`src/rtl/tb4004_pkg.sv`:
```
// tb4004_pkg: opcodes, machine-cycle indices and sequencer state shared by the 4004 fetch/sequence logic
package tb4004_pkg;
  localparam logic [3:0] OPR_JCN     = 4'd1;
  localparam logic [3:0] OPR_FIM_SRC = 4'd2;
  localparam logic [3:0] OPR_FIN_JIN = 4'd3;
  localparam logic [3:0] OPR_JUN     = 4'd4;
  localparam logic [3:0] OPR_JMS     = 4'd5;
  localparam logic [3:0] OPR_ISZ     = 4'd7;
  localparam logic [3:0] OPR_BBL     = 4'd12;
  localparam logic [2:0] CYC_M1 = 3'd3;
  localparam logic [2:0] CYC_M2 = 3'd4;
  localparam logic [2:0] CYC_X1 = 3'd5;
  typedef enum logic {FIRST, SECOND} seqState_t;
  function automatic logic isTwoWord(input logic [3:0] opr, input logic [3:0] opa);
    return opr == OPR_JCN || (opr == OPR_FIM_SRC && !opa[0]) || opr == OPR_JUN ||
           opr == OPR_JMS || opr == OPR_ISZ;
  endfunction
endpackage

```
`src/rtl/cond_eval.sv`:
```
// cond_eval: JCN jump condition; opa[3] inverts, opa[2:0] select accZero, carryFlag, ~testIn
module cond_eval (
  input  logic [3:0] opa,
  input  logic       accZero,
  input  logic       carryFlag,
  input  logic       testIn,
  output logic       jump
);
  assign jump = opa[3] ^ |(opa[2:0] & {accZero, carryFlag, ~testIn});
endmodule

```
`src/rtl/instr_sequencer.sv`:
```
// instr_sequencer: latches OPR/OPA, sequences one- and two-word instructions at X1
// Optional JCN jumping enabled by macro TB4004_SEQ_JCN_EN.
module instr_sequencer
  import tb4004_pkg::*;
(
  input  logic        clk,
  input  logic        rst,
  input  logic [2:0]  cycle,
  input  logic [3:0]  romNibble,
  input  logic [11:0] pcAddr,
  input  logic [7:0]  pairDout,
  input  logic        accZero,
  input  logic        carryFlag,
  input  logic        testIn,
  output logic [3:0]  oprOut,
  output logic [3:0]  opaOut,
  output logic        secondWord,
  output logic        instrValid,
  output logic        pcLoad,
  output logic [11:0] pcNew,
  output logic        stackPush,
  output logic        stackPop,
  output logic        pairWe,
  output logic [3:0]  pairAddr,
  output logic [7:0]  pairDin
);
  seqState_t state, stateNext;
  logic [3:0] opr1, opa1, opr1Next, opa1Next, pairAddrNext;
  logic [7:0] byteVal, pairDinNext;
  logic [11:0] pcNewNext;
  logic ivNext, plNext, pushNext, popNext, weNext, jcnTake;
  logic unusedPc;
  assign unusedPc = &{1'b0, pcAddr[7:0]};
  assign byteVal = {oprOut, opaOut};
  assign secondWord = state == SECOND;
`ifdef TB4004_SEQ_JCN_EN
  cond_eval uCond (
    .opa(opa1),
    .accZero(accZero),
    .carryFlag(carryFlag),
    .testIn(testIn),
    .jump(jcnTake)
  );
`else
  logic unusedCond;
  assign unusedCond = &{1'b0, accZero, carryFlag, testIn};
  assign jcnTake = 1'b0;
`endif
  always_comb begin
    stateNext = state;
    opr1Next = opr1;
    opa1Next = opa1;
    pcNewNext = pcNew;
    pairAddrNext = pairAddr;
    pairDinNext = pairDin;
    ivNext = 1'b0;
    plNext = 1'b0;
    pushNext = 1'b0;
    popNext = 1'b0;
    weNext = 1'b0;
    if (cycle == CYC_X1 && state == FIRST) begin
      if (isTwoWord(oprOut, opaOut)) begin
        stateNext = SECOND;
        opr1Next = oprOut;
        opa1Next = opaOut;
      end else if (oprOut == OPR_FIN_JIN && opaOut[0]) begin
        plNext = 1'b1;
        pcNewNext = {pcAddr[11:8], pairDout};
      end else begin
        ivNext = 1'b1;
        popNext = oprOut == OPR_BBL;
      end
    end else if (cycle == CYC_X1) begin
      stateNext = FIRST;
      plNext = opr1 == OPR_JUN || opr1 == OPR_JMS || (opr1 == OPR_JCN && jcnTake);
      pushNext = opr1 == OPR_JMS;
      weNext = opr1 == OPR_FIM_SRC;
      // JCN stays in the current page; JUN/JMS take the page from the first word
      pcNewNext = !plNext ? pcNew : opr1 == OPR_JCN ? {pcAddr[11:8], byteVal} : {opa1, byteVal};
      pairAddrNext = weNext ? {opa1[3:1], 1'b0} : pairAddr;
      pairDinNext = weNext ? byteVal : pairDin;
    end
  end
  always_ff @(posedge clk) begin
    if (rst) begin
      state <= FIRST;
      oprOut <= '0;
      opaOut <= '0;
      opr1 <= '0;
      opa1 <= '0;
      pcNew <= '0;
      pairAddr <= '0;
      pairDin <= '0;
      instrValid <= 1'b0;
      pcLoad <= 1'b0;
      stackPush <= 1'b0;
      stackPop <= 1'b0;
      pairWe <= 1'b0;
    end else begin
      state <= stateNext;
      oprOut <= cycle == CYC_M1 ? romNibble : oprOut;
      opaOut <= cycle == CYC_M2 ? romNibble : opaOut;
      opr1 <= opr1Next;
      opa1 <= opa1Next;
      pcNew <= pcNewNext;
      pairAddr <= pairAddrNext;
      pairDin <= pairDinNext;
      instrValid <= ivNext;
      pcLoad <= plNext;
      stackPush <= pushNext;
      stackPop <= popNext;
      pairWe <= weNext;
    end
  end
endmodule

```
`config.mk`:
```
export PLATFORM = sky130hd
export DESIGN_NAME = instr_sequencer
export DESIGN_NICKNAME = d
export VERILOG_FILES = /design/src/rtl/tb4004_pkg.sv /design/src/rtl/cond_eval.sv /design/src/rtl/instr_sequencer.sv
export SDC_FILE = /design/constraint.sdc
export NUM_CORES = 1
export LEC_CHECK = 0
export ABC_CLOCK_PERIOD_IN_PS = 3200
export CAP_MARGIN = 10
export CELL_PAD_IN_SITES_DETAIL_PLACEMENT = 1
export CELL_PAD_IN_SITES_GLOBAL_PLACEMENT = 1
export CORE_ASPECT_RATIO = 1.4
export CORE_MARGIN = 2
export CORE_UTILIZATION = 52
export CTS_BUF_LIST = sky130_fd_sc_hd__clkbuf_4
export DETAILED_ROUTE_END_ITERATION = 16
export DONT_BUFFER_PORTS = 1
export PLACE_DENSITY = 0.92
export SETUP_SLACK_MARGIN = 0.3
export SLEW_MARGIN = 25
export SYNTH_ARGS = -nofsm -noshare
export SYNTH_HDL_FRONTEND = slang
export SYNTH_SLANG_ARGS = --single-unit
```
`constraint.sdc`:
```
create_clock -name clk -period 3.2 [get_ports clk]
set_input_delay 0.64 -clock clk [delete_from_list [all_inputs] [get_ports clk]]
set_output_delay 0.64 -clock clk [all_outputs]
set_load 0.005 [all_outputs]
```
After elaboration in Yosys (flattened, before gate mapping)
Cells that the tools add are included.
{ "op_classes": {"bitwise_logic": 3, "mux": 14, "n_div": 0, "n_lt_le_gt_ge": 0, "reduce_logical": 18, "n_addsub": 0, "multipliers": 0, "eq_ne": 17, "shift": 0} }
{ "op_table": {"columns": ["operator", "n"], "rows": [
  ["two-way mux 12 bit", 6],
  ["== test 4 x 3 -> 1 bit (second input constant)", 5],
  ["== test 4 x 2 -> 1 bit (second input constant)", 3],
  ["== test 4 x 1 -> 1 bit (second input constant)", 2],
  ["two-way mux 1 bit", 8],
  ["== test 3 bit (second input constant)", 2],
  ["OR reduction 3 bit", 2],
  ["logical OR 1 bit", 5],
  ["== test 4 bit (second input constant)", 1],
  ["!= test 2 x 1 -> 1 bit (second input constant)", 2],
  ["AND reduction 2 bit", 2],
  ["AND reduction 4 bit", 1],
  ["nonzero test 2 bit", 2],
  ["OR reduction 4 bit", 1],
  ["== test 3 x 2 -> 1 bit (second input constant)", 1],
  ["logical AND 1 bit", 3],
  ["NOT 1 bit", 3],
  ["AND reduction 3 bit", 1],
  ["!= test 2 bit (second input constant)", 1],
  ["zero test 1 bit", 1]
]} }
{ "totals": {"n_memories": 0, "mem_bits_rw": 0, "latchBits": 0, "rom_bits": 0, "out_inout_bits": 38, "elab_cells": 65, "inputBits": 32, "regBits": 45} }

Logic depth before layout (Yosys ltp)
Gate-level depths: netlist of the first run.
{ "depth": {"word_depth": 8, "mapped_depth": 6, "ltp_nobuf": 4} }

Least setup slack after synthesis of the first run
Ideal clock, no wire load.
{ "synth_timing": {"path_kind": "input -> register", "start": "in cycle[1]", "end": "reg pairDin[0]", "arrival_ps": 1720, "t_required_ps": 3072, "cell_stages": 5, "n_path_buf": 1, "slack_ps": 1352, "path_cell_list": "nand3b_1 nor3_1 buf_2 mux2i_1 nor2_1"} }
{ "synth_between": {"elab_chain_cells": 4} }
{ "synth_lines": {"columns": ["element", "line", "source"], "rows": [
  ["start, declared", "instr_sequencer.sv:8", "input logic [2:0] cycle,"],
  ["== test 3 bit (*)", "instr_sequencer.sv:61, instr_sequencer.sv:73", null],
  ["logical AND 1 bit", "instr_sequencer.sv:61", "if (cycle == CYC_X1 && state == FIRST) begin"],
  ["NOT 1 bit (no source line)", null, null],
  ["AND reduction 3 bit (no source line) (*)", null, null],
  ["end signal, assigned", "instr_sequencer.sv:107", "pairDin <= pairDinNext;"],
  ["end, declared", "instr_sequencer.sv:25", "output logic [7:0] pairDin"]
]} }
Mark *: on every way between the ends. The rest lies on a longest branch, timed or not.
A chain may end at the register's enable or synchronous reset.

Worst setup path in the final report of the first run
{ "layout_timing": {"start": "reg state, in the netlist secondWord", "end": "reg pcNew[1]"} }
{ "layout_between": {"elab_chain_cells": 4} }
{ "layout_lines": {"columns": ["element", "line", "source"], "rows": [
  ["start, declared", "instr_sequencer.sv:27", "seqState_t state, stateNext;"],
  ["start signal, assigned", "instr_sequencer.sv:100", "state <= stateNext;"],
  ["NOT 1 bit (*)", "instr_sequencer.sv:61", null],
  ["logical AND 1 bit (*)", "instr_sequencer.sv:61", null],
  ["!= test 2 x 1 -> 1 bit (no source line) (tied with other cells)", null, null],
  ["AND reduction 4 bit (no source line)", null, null],
  ["end signal, assigned", "instr_sequencer.sv:105", "pcNew <= pcNewNext;"],
  ["end, declared", "instr_sequencer.sv:20", "output logic [11:0] pcNew,"]
]} }
Marks and branches as above.

==> results.yml, run 1 <==
outcome:
  status: "finished, final reports clean"
sta:
  min_period_ns: 2.25
  finalSetupTns_ns: 0
  hold_viol: 0
  worst_pin_slew_ns: 0.815
  slew_headroom: 0.455
  skew_ns: 0.0124
  max_clock_freq_ghz: 0.445
  setup_viol: 0
  grt_setup_unrepaired: "false"
  post-route-period-util: 0.703
  hold_ws_ns: 0.336
  drv_slew: 0
floorplan:
  rows: 26
  start_util: 0.541
  fp.coreArea_um2: 3610
  die_h_um: 76.5
  die_area_um2: 4270
  die_x_um: 55.8
  ios: 70
route:
  viasPerCell: 6.20
  via_count: 1463
  drt-total-wl_um: 4870
  route.detailed.drc: 0
  ant_nets: 0
  routedWlPerCell_um: 20.6
  drt-initial-drc-count: 26
  first_pass_iters: 4
placed_design:
  dpl.hpwl_um: 3640
  place_area_um2: 1950
  place.gp.congestion: 0.858
  portBuffers: 0
worst_hold_path:
  hp-class: "in2reg"
  hold_depth: 1
critical_path:
  r2r_cells: 4
  endpoint_kind: "flip-flop"
  critPathKind: "reg2reg"
  critical_path_peak_fanout: 16
  required_ns: 3.38
  r2r_slack_ns: 0.95
  crit_path_start_kind: "flip-flop"
  arrival_ns: 2.43
power:
  p_leak_nw: 0.648
  power_density_nw_per_um2: 434
  worst_ir_drop_vdd_mv: 0.325
  total_power_w: 0.000871
yosys:
  yosysSeqAreaShare: 0.461
  yosys_warnings: 0
  syn_area_um2: 1950
  postSynthAreaPerCell_um2: 9.77
  syn_nets: 232
  yosys.area.top_type: "dfxtp_1"
  synth_area_leaders: "dfxtp_1 46%, mux2i_1 15%, nand2b_1 4.5%"
  synth-seq-cells: 45
  synth_cell_types: 33
  synth_top_area_share: 0.461
  postSynthCellCount: 200
global_route:
  globalRouteMet1Util: 0.247
  grt_use_total: 0.246
  grt_use_met2: 0.458
  grtUsageMet3: 0.0866
  grt_max_degree: 52
  top_usage_layer: "met2"
  antenna_found_initial: 0
  grt_pass1_vias: 1631
  grt_pass1_wl_um: 8190
  grt.overflow.total: 0
job:
  max-cap-violations: 0
clock_network:
  clkSinkCount: 45
  insertion_delay_ns: 0.35
  cts_max_path_buffers: 2
  cts_resized: 0
  path_clk_slew_ns: 0.13
  cts_hold_repair.buffers: 0
  cts_setup_buffers: 0
  cts_htree_levels: 2
  cts_tree: "done"
  root_buffer: "clkbuf_4"
  cts_inserted_buffers: 5
layout:
  final_common_cell: "dfxtp_1"
  diodes: 0
  fin_util: 0.556
  drive_gt1_frac: 0.0773
  fin_area_um2: 2010
  finalNetCount: 225
  area_growth_syn_to_layout_pct: 2.82
  mostFrequentLayoutCells: "45 x dfxtp_1, 30 x mux2i_1, 22 x nor2_1"
[through the flow]
step                      worst slack [ns]  std cells
after detailed placement             0.864        228
after global placement                1.04        228
final                                0.952        236
after CTS                            0.933        236
after global routing                 0.853        236
after floorplan                       1.35        200
[cells by family after synthesis]
logic type             share of synthesized area
AOI/OAI and AO/OA                          0.143
buffers and inverters                     0.0429
DFF                                        0.461
muxes                                      0.154
other                                    0.00192
and+or+nand+nor                            0.197
[registers in the layout, summed over array words and instances (netlist names), 3 cells and up]
| register | flops |
|---|---|
| opa1 | 4 |
| opaOut | 4 |
| opr1 | 4 |
| oprOut | 4 |
| pairAddr | 3 |
| pairDin | 8 |
| pcNew | 12 |
[path summary, 6_finish.rpt]
path                   start     endpoint
hold / removal           rst  pairAddr[1]
setup / recovery  secondWord     pcNew[1]
setup reg to reg  secondWord     pcNew[1]
hold reg to reg      opa1[1]      opa1[1]
[Yosys cell counts]
cell type  instances
clkbuf_1          11
nand2_1            7
buf_4              1
a21oi_2            1
dfxtp_1           45
o31a_1             1
nor2_1            22
nor4b_4            1
nand4bb_1          2
a2111oi_4          1
nand4b_1           1
mux2i_1           30
nor4bb_1           2
o21ai_0            9
nor2b_1            2
and2_1             1
conb_1             1
a211oi_1           6
buf_6              1
nor3b_1            2
nand3b_1           2
nor4b_1            1
o21ba_2            1
nand2b_1          14
nor4_1             2
buf_2              4
a21oi_1           13
o31ai_1            1
a311oi_1           7
nor3_1             4
or2b_1             2
inv_1              1
and3b_1            1
[where the power goes]
group           total, W  switching [W]  internal, W
clock           0.000259       0.000176    0.0000834
combinational  0.0000359      0.0000178    0.0000182
sequential      0.000576      0.0000121     0.000564
[cell type report]
class	instances	area, µm²
fillers	429	1600
multi-input cells	137	973
flip-flops and latches	45	901
well taps	42	52.6
clock buffers	5	37.5
repair buffers	3	22.5
clock inverters	3	17.5
inverters	1	3.75
[per-layer routing]
layer / vias to the layer above / share of wire / wire (µm)
met5: - / 0 / 0
met4: 0 / 0.021 / 104
met3: 11 / 0.064 / 313
met2: 51 / 0.56 / 2710
met1: 706 / 0.36 / 1740
li1: 695 / - / -
[critical path, cell delays in order, from the launching register on]
cell and delay (ns):
dfxtp_1 0.71, nand4bb_1 0.31, o31a_1 0.21, nor2_1 0.63, a311oi_1 0.22
No activity file was read; power rests on OpenSTA's default activity.
==> inputs of run 2 (changes only) <==
ABC_AREA = 1   (was default)
ABC_CLOCK_PERIOD_IN_PS = 1900   (was 3200)
CORE_UTILIZATION = 40   (was 52)
PLACE_DENSITY = 0.83   (was 0.92)
clock period = 1.9 ns   (was 3.2 ns; I/O delays follow)
==> results.yml, run 2 <==
global_route:
  grt.overflow.total: 0
  grt_use_total: 0.198
  grt_max_degree: 21
  grt_pass1_wl_um: 8570
  antenna_found_initial: 0
  grt_pass1_vias: 1799
critical_path:
  endpoint_kind: "flip-flop"
  required_ns: 2.17
  r2r_start: "secondWord"
  critPathKind: "reg2reg"
  crit_path_start_kind: "flip-flop"
  r2r_end: "pcNew[11]"
  arrival_ns: 1.65
  r2r_slack_ns: 0.52
  cp-endpoint: "pcNew[11]"
  r2r_cells: 8
  critical_path_peak_fanout: 13
  startpoint: "secondWord"
yosys:
  synth_edf_count: 0
  yosys.area.top_type: "dfxtp_1"
  yosys_warnings: 0
  synth_commonest_cells: "65 x nand2_1, 63 x nor2_1, 45 x dfxtp_1"
  synth_async_sr_flop_share: 0
  postSynthCellCount: 297
  yosysMostFrequentCell: "nand2_1"
  syn_area_um2: 2000
  synth-seq-cells: 45
  syn_nets: 329
  synth_cell_types: 17
  postSynthAreaPerCell_um2: 6.72
  synth_top_area_share: 0.451
  synth-main-ff-cell: "dfxtp_1"
  yosysSeqAreaShare: 0.451
  synth_area_leaders: "dfxtp_1 45%, nand2_1 12%, nor2_1 12%"
outcome:
  status: "finished, final reports clean"
layout:
  final_common_cell: "nand2_1"
  area_growth_syn_to_layout_pct: 5.14
  largest-register: "pcNew"
  fin_area_um2: 2100
  mostFrequentLayoutCells: "65 x nand2_1, 63 x nor2_1, 45 x dfxtp_1"
  largest_reg_flops: 12
  top_regs: "pcNew: 12 flops, pairDin: 8 flops"
  fin_cells: 361
  finalNetCount: 328
  drive_gt1_frac: 0.0539
  diodes: 0
floorplan:
  die_h_um: 87.6
  start_util: 0.412
  fp.coreArea_um2: 4840
  die_x_um: 63.7
  rows: 30
  ios: 70
  die_area_um2: 5580
sta:
  setup_viol: 0
  min_period_ns: 1.38
  worst_pin_slew_ns: 0.513
  skew_ns: 0.00650
  hold_viol: 0
  finalSetupTns_ns: 0
  post-route-period-util: 0.729
  drv_slew: 0
  slew_headroom: 0.657
  max_clock_freq_ghz: 0.722
  grt_setup_unrepaired: "false"
placed_design:
  place.gp.congestion: 0.780
  place_area_um2: 2040
  portBuffers: 0
  dpl.hpwl_um: 3920
  dp_cells: 353
clock_network:
  path_clk_slew_ns: 0.13
  cts_htree_levels: 2
  insertion_delay_ns: 0.36
  root_buffer: "clkbuf_4"
  clkSinkCount: 45
  cts_tree: "done"
  cts_hold_repair.buffers: 0
  cts_setup_buffers: 0
  cts_max_path_buffers: 2
  cts_inserted_buffers: 5
route:
  drt-initial-drc-count: 58
  routedWlPerCell_um: 14.4
  route.detailed.drc: 0
  viasPerCell: 5.04
  drt-total-wl_um: 5200
  first_pass_iters: 4
  via_count: 1821
  ant_nets: 0
worst_hold_path:
  hp-class: "in2reg"
  min_from: "rst"
power:
  p_leak_nw: 0.918
  worst_ir_drop_vdd_mv: 0.384
  power_density_nw_per_um2: 733
job:
  max-cap-violations: 0
run 2: cell count changes in the layout (fill, tap and decap cells not counted), sizes merged, moves of 3 or more:
cell / change
nand3: +28
a311oi: -7
inv: +27
a211oi: -6
nand4: +3
o21ai: +11
buf: +4
a21oi: +8
mux2i: -30
nand2: +59
nand2b: -14
nor2: +42
run 2: per-layer routing:
| layer | GRT usage | part of all wire |
|---|---|---|
| met5 | 0 | 0 |
| met4 | 0.0850 | 0.020 |
| met3 | 0.0501 | 0.048 |
| met2 | 0.370 | 0.53 |
| met1 | 0.211 | 0.40 |
run 2: cell families (layout without fill, tap and decap cells):
logic type / count (synthesis) / count (layout) / synth area share
buf+inv: 43 / 43 / 0.0952
simple gates: 166 / 166 / 0.346
flops: 45 / 45 / 0.451
other cells: 1 / 1 / 0.00188
compound gates: 42 / 42 / 0.105
run 2: critical path, cell delays in order, from the launching register on:
cell and delay [ns]:
dfxtp_1 0.48, inv_1 0.10, nand4_1 0.11, buf_4 0.20
nand2_1 0.12, nand2_1 0.09, nand2_1 0.05, nor2_1 0.11
nor2_1 0.05
run 2: layout make-up:
type / count / area (µm²)
fill: 651 / 2740
tap: 64 / 80.1
timing repair buffer: 7 / 52.6
inverter: 28 / 105
multi-input combinational: 209 / 911
clock buffer: 5 / 37.5
sequential: 45 / 901
clock inverter: 3 / 12.5
run 2: report_power, final:
group | total (W) | internal [W] | leakage, nW | switching, W
Clock | 0.000438 | 0.000134 | 0.0300 | 0.000304
Combinational | 0.000120 | 0.0000376 | 0.525 | 0.0000827
Sequential | 0.000980 | 0.000958 | 0.364 | 0.0000220
run 2: through the flow:
step,power (W),hold WS [ns],worst slack (ns),util
4_1_cts,0.00156,0.0570,0.408,0.433
3_5_place_dp,0.00112,0.449,0.421,0.422
5_1_grt,0.00161,0.0563,0.336,0.434
3_3_place_gp,0.00112,0.442,0.464,0.422
2_1_floorplan,0.00109,0.430,0.661,-
6_report,0.00154,0.0755,0.515,0.434
run 2: what timing repair did:
action                                  4_1_cts  5_1_grt
endpoints found under the hold margin         0        0
resized for setup                             0        1
endpoints found under the setup margin        0        9
run 2: worst min path at each step:
stage                 end  slack, ns  cells after the start
4_1_cts        secondWord       0.06                      1
6_report       secondWord       0.08                      1
2_1_floorplan     opr1[3]       0.43                      2
5_1_grt           opr1[3]       0.06                      1
3_3_place_gp      opr1[3]       0.44                      2
3_5_place_dp      opr1[3]       0.45                      2
==> inputs of run 3 (changes only) <==
ABC_AREA = 0   (was 1)
ABC_CLOCK_PERIOD_IN_PS = 1300   (was 1900)
CORE_UTILIZATION = 48   (was 40)
PLACE_DENSITY = 0.87   (was 0.83)
clock period = 1.3 ns   (was 1.9 ns; I/O delays follow)
==> results.yml, run 3 (same netlist as run 1, synthesis figures left out) <==
clock_network:
  cts_tree: "done"
  cts_htree_levels: 2
  clkSinkCount: 45
  cts_max_path_buffers: 2
  path_clk_slew_ns: 0.13
  root_buffer: "clkbuf_4"
  cts_inserted_buffers: 5
  insertion_delay_ns: 0.37
floorplan:
  die_h_um: 79.5
  die_x_um: 57.9
  fp.coreArea_um2: 3920
  die_area_um2: 4600
  rows: 27
  start_util: 0.498
  ios: 70
power:
  total_power_w: 0.00220
  power_density_nw_per_um2: 863
  worst_ir_drop_vdd_mv: 0.769
  p_leak_nw: 0.892
route:
  via_count: 1676
  viasPerCell: 6.23
  ant_nets: 0
  first_pass_iters: 4
  route.detailed.drc: 0
  routedWlPerCell_um: 23.1
  drt-total-wl_um: 6220
  drt-initial-drc-count: 45
global_route:
  grt_max_degree: 52
  grt_pass1_vias: 1850
  grt.overflow.total: 0
  grt_pass1_wl_um: 9570
  antenna_found_initial: 0
  grt_use_total: 0.282
placed_design:
  place.gp.congestion: 0.821
  dpl.hpwl_um: 3820
  portBuffers: 0
critical_path:
  critPathKind: "reg2reg"
  arrival_ns: 2.02
  required_ns: 1.59
  endpoint_kind: "flip-flop"
  critical_path_peak_fanout: 5
  crit_path_start_kind: "flip-flop"
sta:
  grt_setup_unrepaired: "true"
  post-route-period-util: 1.33
  max_clock_freq_ghz: 0.579
  fin_ws_ns: -0.426
  drv_slew: 0
  hold_viol: 36
  hold_ws_ns: -0.0574
  skew_ns: 0.00540
  min_period_ns: 1.73
  setup_viol: 34
layout:
  area_growth_syn_to_layout_pct: 30.4
  largest_reg_flops: 12
  final_common_cell: "dfxtp_2"
  largest-register: "pcNew"
  diodes: 0
  fillers: 417
  top_regs: "pcNew: 12 flops, pairDin: 8 flops"
  mostFrequentLayoutCells: "31 x dfxtp_2, 30 x mux2i_1, 20 x nor2_1"
  drive_gt1_frac: 0.491
  finalNetCount: 257
job:
  max-cap-violations: 0
worst_hold_path:
  hp-class: "in2reg"
outcome:
  status: "complete, but fails checks"
  violations: "hold timing, setup timing"
[run 3: cell types whose count changed in the layout (fill, tap and decap cells not counted), sizes merged, moves of 7 or more]
cell | previous run | this run
a21oi | 22 | 14
a311oi | 0 | 7
buf | 7 | 35
inv | 28 | 1
mux2i | 0 | 30
nand2 | 66 | 7
nand2b | 0 | 14
nand3 | 28 | 0
nor2 | 64 | 22
o21ai | 20 | 9
[run 3: metal layers]
layer / GRT usage / routed length (µm) / vias up
met4: 0.135 / 155 / 0
met2: 0.515 / 3420 / 63
met3: 0.0713 / 342 / 13
met5: 0 / 0 / -
met1: 0.292 / 2300 / 841
li1: - / - / 759
[run 3: per-stage QoR]
step           instances  cell area [µm²]  TNS, ns  setup WS (ns)   util
3_5_place_dp         250             2180    -4.25         -0.264  0.556
6_report             269             2550    -7.29         -0.426  0.650
3_3_place_gp         250             2180    -1.85         -0.149  0.556
4_1_cts              265             2460    -5.41         -0.303  0.628
2_1_floorplan        200             2060    -4.52         -0.316      -
5_1_grt              269             2550    -9.60         -0.474  0.650
[run 3: area by class of cell]
type | instances | area, µm² | area share
inverters | 1 | 3.75 | 0.00147
clock buffers | 5 | 37.5 | 0.0147
repair buffers | 35 | 327 | 0.128
clock inverters | 3 | 12.5 | 0.00491
multi-input cells | 137 | 1140 | 0.449
well taps | 43 | 53.8 | 0.0211
flip-flops and latches | 45 | 970 | 0.381
[run 3: critical path, cell delays in order, from the launching register on]
cell	delay (ns)
dfxtp_4	0.39
nor4b_4	0.29
a21oi_2	0.07
a2111oi_4	0.42
buf_4	0.23
mux2i_1	0.23
[run 3: worst paths after layout]
path | start | end | slack (ns) | cells after the start
setup / recovery | oprOut[0] | opa1[1] | -0.43 | 5
hold / removal | rst | pcNew[10] | -0.06 | 1
setup reg to reg | oprOut[0] | opa1[1] | -0.43 | 5
hold reg to reg | opa1[0] | opa1[0] | 0.50 | 2
[run 3: what timing repair did]
item / 4_1_cts / 5_1_grt
gates resized for setup: 61 / 18
pin swaps: 5 / 1
hold endpoints to repair: 36 / 36
setup buffers: 5 / 4
gates cloned: 2 / 0
setup endpoints to repair: 66 / 74
[run 3: power breakdown]
part | internal [W] | switching [W] | total [W]
Clock | 0.000196 | 0.000447 | 0.000643
Combinational | 0.0000794 | 0.0000798 | 0.000159
Sequential | 0.00138 | 0.0000185 | 0.00140
Total | 0.00165 | 0.000546 | 0.00220
